### src/rtl/mem_port_arbiter.sv
// Arbitrates one single-port RAM between the fetch (I) and load/store (D) sides.
// Optional I-side starvation guard: define MEM_PORT_ARB_FAIRNESS_EN.
module mem_port_arbiter #(
  parameter int WIDTH        = 32,
  parameter int ADDR_WIDTH   = 32,
  parameter int MEM_LATENCY  = 2,
  parameter int STARVE_LIMIT = 4
) (
  input  logic                  clk,
  input  logic                  rst,
  input  logic                  i_req,
  input  logic [ADDR_WIDTH-1:0] i_addr,
  output logic [WIDTH-1:0]      i_rdata,
  output logic                  i_ack,
  input  logic                  d_req,
  input  logic                  d_we,
  input  logic [ADDR_WIDTH-1:0] d_addr,
  input  logic [WIDTH-1:0]      d_wdata,
  input  logic [2:0]            d_mode,
  output logic [WIDTH-1:0]      d_rdata,
  output logic                  d_ack,
  output logic                  mem_en,
  output logic                  mem_we,
  output logic [ADDR_WIDTH-1:0] mem_addr,
  output logic [WIDTH-1:0]      mem_wdata,
  output logic [2:0]            mem_mode,
  input  logic [WIDTH-1:0]      mem_rdata,
  output logic                  busy
);

  localparam int         CNT_W     = $clog2(MEM_LATENCY + 1);
  localparam logic [2:0] WORD_MODE = 3'b010;

  if (MEM_LATENCY < 1 || STARVE_LIMIT < 1) begin : g_bad_cfg
    $error("mem_port_arbiter: MEM_LATENCY and STARVE_LIMIT must be >= 1");
  end

  typedef enum logic [1:0] {
    IDLE,
    ISSUE,
    WAIT,
    RESP
  } state_t;

  typedef enum logic {
    OWN_D,
    OWN_I
  } owner_t;

  state_t           state;
  state_t           state_next;
  owner_t           owner;
  logic             we_q;
  logic [CNT_W-1:0] lat_cnt;
  logic             grant;
  logic             grant_i;
  logic             prefer_i;
  logic             capture;

  // D normally wins because it belongs to the older instruction.
  assign grant   = (state == IDLE) && (d_req || i_req);
  assign grant_i = i_req && (!d_req || prefer_i);
  assign capture = (state == WAIT) && (lat_cnt == CNT_W'(1));

`ifdef MEM_PORT_ARB_FAIRNESS_EN
  localparam int STARVE_W = $clog2(STARVE_LIMIT + 1);

  logic [STARVE_W-1:0] starve_cnt;

  assign prefer_i = (starve_cnt == STARVE_W'(STARVE_LIMIT));

  // Counts D grants that overtook a waiting fetch; any other grant resets it.
  always_ff @(posedge clk or posedge rst) begin
    if (rst) begin
      starve_cnt <= '0;
    end else if (grant) begin
      if (grant_i || !i_req) begin
        starve_cnt <= '0;
      end else if (!prefer_i) begin
        starve_cnt <= starve_cnt + STARVE_W'(1);
      end
    end
  end
`else
  assign prefer_i = 1'b0;
`endif

  // NOTE: every always_comb output gets a default first so no latch is inferred.
  always_comb begin
    state_next = state;
    unique case (state)
      IDLE:    if (d_req || i_req) state_next = ISSUE;
      ISSUE:   state_next = WAIT;
      WAIT:    if (lat_cnt == CNT_W'(1)) state_next = RESP;
      RESP:    state_next = IDLE;
      default: state_next = IDLE;
    endcase
  end

  // NOTE: sequential state uses non-blocking assignments only.
  always_ff @(posedge clk or posedge rst) begin
    if (rst) begin
      state     <= IDLE;
      owner     <= OWN_D;
      we_q      <= 1'b0;
      lat_cnt   <= '0;
      mem_addr  <= '0;
      mem_wdata <= '0;
      mem_mode  <= '0;
      i_rdata   <= '0;
      d_rdata   <= '0;
    end else begin
      state <= state_next;

      // Request fields are latched here, so later changes on the inputs are ignored.
      if (grant) begin
        owner    <= grant_i ? OWN_I : OWN_D;
        we_q     <= !grant_i && d_we;
        mem_addr <= grant_i ? i_addr : d_addr;
        mem_mode <= grant_i ? WORD_MODE : d_mode;
        if (!grant_i) begin
          mem_wdata <= d_wdata;
        end
      end

      if (state == ISSUE) begin
        lat_cnt <= CNT_W'(MEM_LATENCY);
      end else if (state == WAIT) begin
        lat_cnt <= lat_cnt - CNT_W'(1);
      end

      if (capture) begin
        if (owner == OWN_I) begin
          i_rdata <= mem_rdata;
        end else if (!we_q) begin
          d_rdata <= mem_rdata;
        end
      end
    end
  end

  assign mem_en = (state == ISSUE);
  assign mem_we = (state == ISSUE) && we_q;
  assign busy   = (state != IDLE);
  assign i_ack  = (state == RESP) && (owner == OWN_I);
  assign d_ack  = (state == RESP) && (owner == OWN_D);

  a_we_needs_en: assert property (@(posedge clk) disable iff (rst) mem_we |-> mem_en);
  a_ack_onehot:  assert property (@(posedge clk) disable iff (rst) !(i_ack && d_ack));

endmodule
### config.mk
export PLATFORM = sky130hd
export DESIGN_NAME = mem_port_arbiter
export DESIGN_NICKNAME = d
export VERILOG_FILES = /design/src/rtl/mem_port_arbiter.sv
export SDC_FILE = /design/constraint.sdc
export NUM_CORES = 1
export LEC_CHECK = 0
export CELL_PAD_IN_SITES_DETAIL_PLACEMENT = 1
export CELL_PAD_IN_SITES_GLOBAL_PLACEMENT = 1
export CORE_ASPECT_RATIO = 1.25
export CORE_UTILIZATION = 32
export CTS_BUF_LIST = sky130_fd_sc_hd__clkbuf_8 sky130_fd_sc_hd__clkbuf_16
export DETAILED_ROUTE_END_ITERATION = 7
export PLACE_DENSITY = 0.89
export SYNTH_ARGS = -nofsm -noshare
export SYNTH_HDL_FRONTEND = slang
export SYNTH_SLANG_ARGS = --single-unit
### constraint.sdc
create_clock -name clk -period 6 [get_ports clk]
set_input_delay 0.6 -clock clk [delete_from_list [all_inputs] [get_ports clk]]
set_output_delay 0.6 -clock clk [all_outputs]
set_load 0.005 [all_outputs]
==> metrics.md, run 1 <==
| Metric | Value |
|---|---|
| Vias in the first global route | 5187 |
| Clock Skews | 0.007619 ns |
| Final Max Tran Viols | 0 |
| FF-to-FF path depth | 4 |
| DR top layer | met4 |
| Die H | 149.0 um |
| Area contributors post-synth | dfrtp_1 (62%), mux2_2 (12%), nand2_1 (8.9%) |
| Clock Path Buffers | 2 |
| Slew HR | 21.35% |
| CP Max Fanout | 68 |
| Most frequent cells in the layout | clkdlybuf4s50_1 (271), dfrtp_1 (137), nand2_1 (131) |
| Mean post-synth cell area | 11.25 um^2 |
| RSZ-0062 raised after global routing | no |
| Clk root buf | clkbuf_16 |
| Initial antenna violation count | 1 |
| Area of the multi-input gates | 0.001919 mm^2 |
| Met1 WL | 6.622 mm |
| Die X | 119.6 um |
| Post-synth top area cell | dfrtp_1 |
| GRT Total Usage | 20.21% |
| PwrDens | 510.5 mW/mm^2 |
| TritonCTS Buffers | 17 |
| Htree depth | 4 |
| Grt ovf | 0 |
| Yosys cell types | 25 |
| Hold worst-path end | mem_wdata[17] |
| Die Footprint | 0.01782 mm^2 |
| DRC violations left | 0 |
| Worst setup startpoint | state[0] |
| FP Rows | 53 |
| Power, Total | 4607 uW |
| Yosys top cell area share | 61.96% |
| Clk pin slew, worst setup/hold paths | 0.06 ns |
| Final Cycle Share | 46.87% |
| First-pass GRT wire length | 27.62 mm |
| Worst setup EP type | output pin |
| RR Startpoint | state[0] |
| CP max-delay cell | buf_4 |
| Hold Crit Start | mem_wdata[17] |
| CTS Sinks | 137 |
| Final setup viols | 0 |
| Setup Fix Bufs, Post-CTS | 0 |
| Area growth syn-to-layout | 63.09% |
| Sequential element share of the synthesized area | 61.96% |
| Yosys reg bits | 137 |
| Final ANT Viol Nets | 0 |
| Post-CTS sizing | 0 |
| Final setup TNS | 0 ns |
| Routed wire length | 17.36 mm |
| Detailed Place HPWL | 12.60 mm |
| Starting density of the core | 32.85% |
| Hold path cells | 2 |
| DR iter-0 viols | 155 |
| Total of max-cap violations | 0 |
| Yosys warns | 0 |
| Final core area utilization | 53.57% |
| Wire length on met3 | 1.037 mm |
| FF+latch area | 0.003428 mm^2 |
| Placer Congestion | 0.7477 |
| Status | finished, final reports clean |
| I/O pins | 272 |
| Reg2reg end | i_rdata[24] |
| Final Hold Violating Endpoints | 0 |
| Clock period minus worst slack | 2.812 ns |
| Crit start category | flip-flop |
| CTS tree | done |
| Fmax | 355.6 MHz |
| Post-Syn Instances | 492 |
| Worst path cell trace | inv_1 -> ha_2 -> buf_4 -> inv_2 -> clkdlybuf4s50_1 |
| Worst path arrival time | 2.21 ns |
| # fillers | 1813 |
| Hold_buf cts | 0 |
| Vias per cell | 4.809 |
| Leakage | 0.003960 uW |
| Hold Path Class | reg2reg |
| Core area | 0.01684 mm^2 |
| CP required | 5.40 ns |
| Slew @ Worst Pin | 1.177 ns |
| Layout cells sized above 1 | 13.77% |
| # port buffers | 271 |
| Final #Nets | 898 |
| Detailed Routing Iterations Pass 1 | 4 |
| Routed vias | 4766 |
| CP max stage delay | 0.51 ns |
| R2R Setup Slk | 3.77 ns |
| Kind of cell adding the most delay to the critical path | buffers and inverters |
| Routed met2 length | 9.117 mm |
| Largest net degree at the start of global routing | 102 |
| Post-Syn Area | 0.005533 mm^2 |
| Commonest non-fill, non-tap cell in the layout | clkdlybuf4s50_1 |
| Clock latency on the worst-skew pair | 0.41 ns |
| Wire per inst | 17.52 um |
| Post-synth net total | 633 |
| Peak supply drop | 0.1908 mV |
| Worst path bufs/invs | 4 |
| CP Class | reg2out |
-- power by group --
| group | total, uW | internal (uW) | leakage [uW] | switching [uW] |
|---|---|---|---|---|
| registers | 1630 | 1380 | 0.00167 | 253 |
| clock network | 1060 | 654 | 0.000283 | 405 |
| logic | 1920 | 1180 | 0.00201 | 743 |
-- through the flow --
stage	hold slack (ns)	std cells	worst slack [ns]	cell area [um^2]
after global routing	0.5066	991	3.045	9024
after CTS	0.4833	990	3.120	9021
after detailed placement	0.4697	958	3.574	8419
after floorplan	0.4697	492	1.732	5533
final	0.4773	991	3.188	9024
after global placement	0.4579	958	3.638	8419
-- Yosys cell counts, drive strengths merged --
cell    instances
o32a            1
nor2b           2
o22a            1
dfrtp         137
o21ai           3
a32oi           1
clkbuf         10
inv             7
mux2           66
nand3          94
ha              5
a22o            3
a21oi           2
buf            22
and2            3
nor2            3
nand2         131
nor3            1
-- how the worst max path moves through the flow --
stage | to | slack (ns) | depth (start not counted)
after floorplan | d_rdata[0] | 1.73 | 1
after global placement | busy | 3.64 | 5
after detailed placement | busy | 3.57 | 5
after CTS | busy | 3.12 | 5
after global routing | busy | 3.05 | 5
final | busy | 3.19 | 5
-- sequential cells by signal, indices dropped and copies added, names as in the netlist, 2 cells and up --
signal     flops
lat_cnt        2
state          2
mem_wdata     32
mem_mode       3
d_rdata       32
mem_addr      32
i_rdata       32
-- worst reg2reg max path, cell delays in order (launching register included) --
cell and delay [ns]:
dfrtp_1 0.41, inv_1 0.10, ha_1 0.27, nand3_2 0.73, mux2_1 0.61
-- cell type report --
type                    count  share of cell area, %
flip-flops and latches    137                  37.99
repair buffers            278                  30.64
multi-input cells         316                  21.27
clock buffers              17                  4.714
well taps                 220                  3.050
clock inverters            15                  1.955
inverters                   7                 0.3466
diodes                      1                0.02773
-- cells by family after synthesis --
| logic type | count (synthesis) | synth area share, % |
|---|---|---|
| simple gates | 234 | 18.54 |
| flops | 137 | 61.96 |
| mux | 66 | 13.43 |
| buf+inv | 39 | 3.437 |
| compound gates | 11 | 1.493 |
| fa+ha+maj | 5 | 1.131 |
-- metal layers --
metal,global-route usage [%],up-vias
met3,5.390,32
met5,0,-
met2,35.92,186
li1,-,2180
met1,22.43,2368
met4,9.313,0
(Power assumes the default switching activity.)
==> run 2, diff against run 1 <==
CORE_UTILIZATION = 27   (was 32)
PLACE_DENSITY = 0.8   (was 0.89)
clock period = 2.3 ns   (was 6 ns; I/O delays follow)
==> run 2 against run 1 <==
Setup slack worse by 2.9 ns; non-clock buffer count increased by 6; sequential share of layout area down 0.52 points; combinational power rose to 2.6 times the previous value; first-iteration DRC count increased by 21%; global-route usage is 3.0 points lower; critical path depth fell by 1; power grew to 2.6 times the previous value; cell count grew 5.7%; worst hold slack worse by 0.17 ns; critical path type unchanged; critical endpoint is now mem_we; largest cell class unchanged; highest routed layer unchanged.
==> metrics.md, run 2 (same netlist as run 1, synthesis figures left out) <==
| Metric | Value |
|---|---|
| Finished Layout Cells | 1047 |
| CP Max Fanout | 4 |
| Leakage | 0.003985 uW |
| CP required | 2.07 ns |
| Clk root buf | clkbuf_16 |
| CTS tree | done |
| Core area | 0.02010 mm^2 |
| TritonCTS Buffers | 17 |
| Setup ws final | 0.2836 ns |
| Routed vias | 4747 |
| GRT Total Usage | 17.25% |
| Largest net degree at the start of global routing | 80 |
| Hold Path Class | in2async |
| Final Cycle Share | 87.67% |
| Layout cells sized above 1 | 14.56% |
| Worst setup EP type | output pin |
| Clock latency on the worst-skew pair | 0.41 ns |
| Total of max-cap violations | 0 |
| Vias in the first global route | 5210 |
| Clock Skews | 0.007100 ns |
| FP Rows | 58 |
| Slew HR | 51.89% |
| Initial antenna violation count | 1 |
| Worst path arrival time | 1.79 ns |
| Htree depth | 4 |
| Final #Nets | 904 |
| Wire per inst | 16.73 um |
| Clock Path Buffers | 2 |
| Final setup viols | 0 |
| Fmax | 495.9 MHz |
| Starting density of the core | 27.52% |
| Power, Total | 12010 uW |
| Die X | 130.0 um |
| Cells after DPL | 1014 |
| Peak supply drop | 0.5932 mV |
| DR iter-0 viols | 187 |
| Detailed Place HPWL | 12.81 mm |
| Status | finished, final reports clean |
| Commonest non-fill, non-tap cell in the layout | clkdlybuf4s50_1 |
| Setup Fix Bufs, Post-CTS | 0 |
| PwrDens | 1312 mW/mm^2 |
| Slew @ Worst Pin | 0.7216 ns |
| # port buffers | 271 |
| Most frequent cells in the layout | clkdlybuf4s50_1 (271), dfrtp_1 (137), nand2_1 (131) |
| CTS Sinks | 137 |
| Post-Place Worst Slack | 0.4805 ns |
| Routed wire length | 17.52 mm |
| Detailed Routing Iterations Pass 1 | 4 |
| Final core area utilization | 45.52% |
| CP Class | reg2out |
| Clk pin slew, worst setup/hold paths | 0.06 ns |
| I/O pins | 272 |
| Final ANT Viol Nets | 0 |
| Die Footprint | 0.02107 mm^2 |
| Post-CTS sizing | 0 |
| Crit start category | flip-flop |
| DRC violations left | 0 |
| Clock period minus worst slack | 2.016 ns |
| Area growth syn-to-layout | 65.38% |
| Grt ovf | 0 |
| Final setup TNS | 0 ns |
| First-pass GRT wire length | 27.77 mm |
| Placer Congestion | 0.7243 |
| RSZ-0062 raised after global routing | no |
| Die H | 162.0 um |
| Final Max Tran Viols | 0 |
| Hold_buf cts | 0 |
| Final Hold Violating Endpoints | 0 |
| Vias per cell | 4.534 |
==> run 2: cell count changes in the layout (fill, tap and decap cells not counted) <==
| cell | previous run | this run |
|---|---|---|
| buf_12 | 0 | 3 |
| buf_4 | 7 | 10 |
| bufinv_16 | 3 | 1 |
| clkinv_2 | 2 | 0 |
| clkinv_4 | 2 | 0 |
| clkinv_8 | 0 | 1 |
| clkinvlp_4 | 5 | 6 |
| inv_1 | 6 | 5 |
| inv_6 | 3 | 6 |
| inv_8 | 0 | 2 |
==> run 2: path summary, 6_finish.rpt <==
| path | slack, ns | end | from | cells after the start |
|---|---|---|---|---|
| worst max-delay path | 0.28 | mem_we | state[1] | 4 |
| worst min-delay path | 0.31 | mem_addr[21] | rst | 3 |
| worst max register to register | 0.52 | mem_wdata[12] | state[0] | 7 |
| worst min register to register | 0.48 | mem_wdata[30] | mem_wdata[30] | 2 |
| max in group asynchronous | 1.38 | d_rdata[30] | rst | 3 |
| min in group clk | 0.34 | mem_wdata[14] | d_wdata[14] | 3 |
==> run 2: final cells by class <==
cell class,count,area [um^2]
flip-flops and latches,137,3428
repair buffers,284,2848
well taps,270,337.8
clock inverters,15,158.9
inverters,7,30.03
fillers,2201,10950
multi-input cells,316,1919
clock buffers,17,425.4
diodes,1,2.502
==> run 2: per-layer routing <==
layer  GRT usage, %  wire, um
met3          5.731      1192
met5              0         0
met2          30.68      9333
met1          18.59      6492
met4          6.712       501
==> run 2: power breakdown <==
group          switching [uW]  total [uW]  internal (uW)
clock                    1160        2690           1530
sequential                659        4250           3590
combinational            1950        5060           3110
==> run 2: per-stage QoR <==
stage | hold slack, ns | cell area [um^2]
detailed placement | 0.4635 | 8563
floorplan | 0.3354 | 5537
global route | 0.3429 | 9150
CTS | 0.3224 | 9148
global placement | 0.4574 | 8563
finish | 0.3114 | 9150
==> run 2: worst max-delay path, stage by stage (launching register included) <==
cell	delay, ns
dfrtp_1	0.41
inv_1	0.10
ha_1	0.23
and2_1	0.14
clkdlybuf4s50_1	0.51
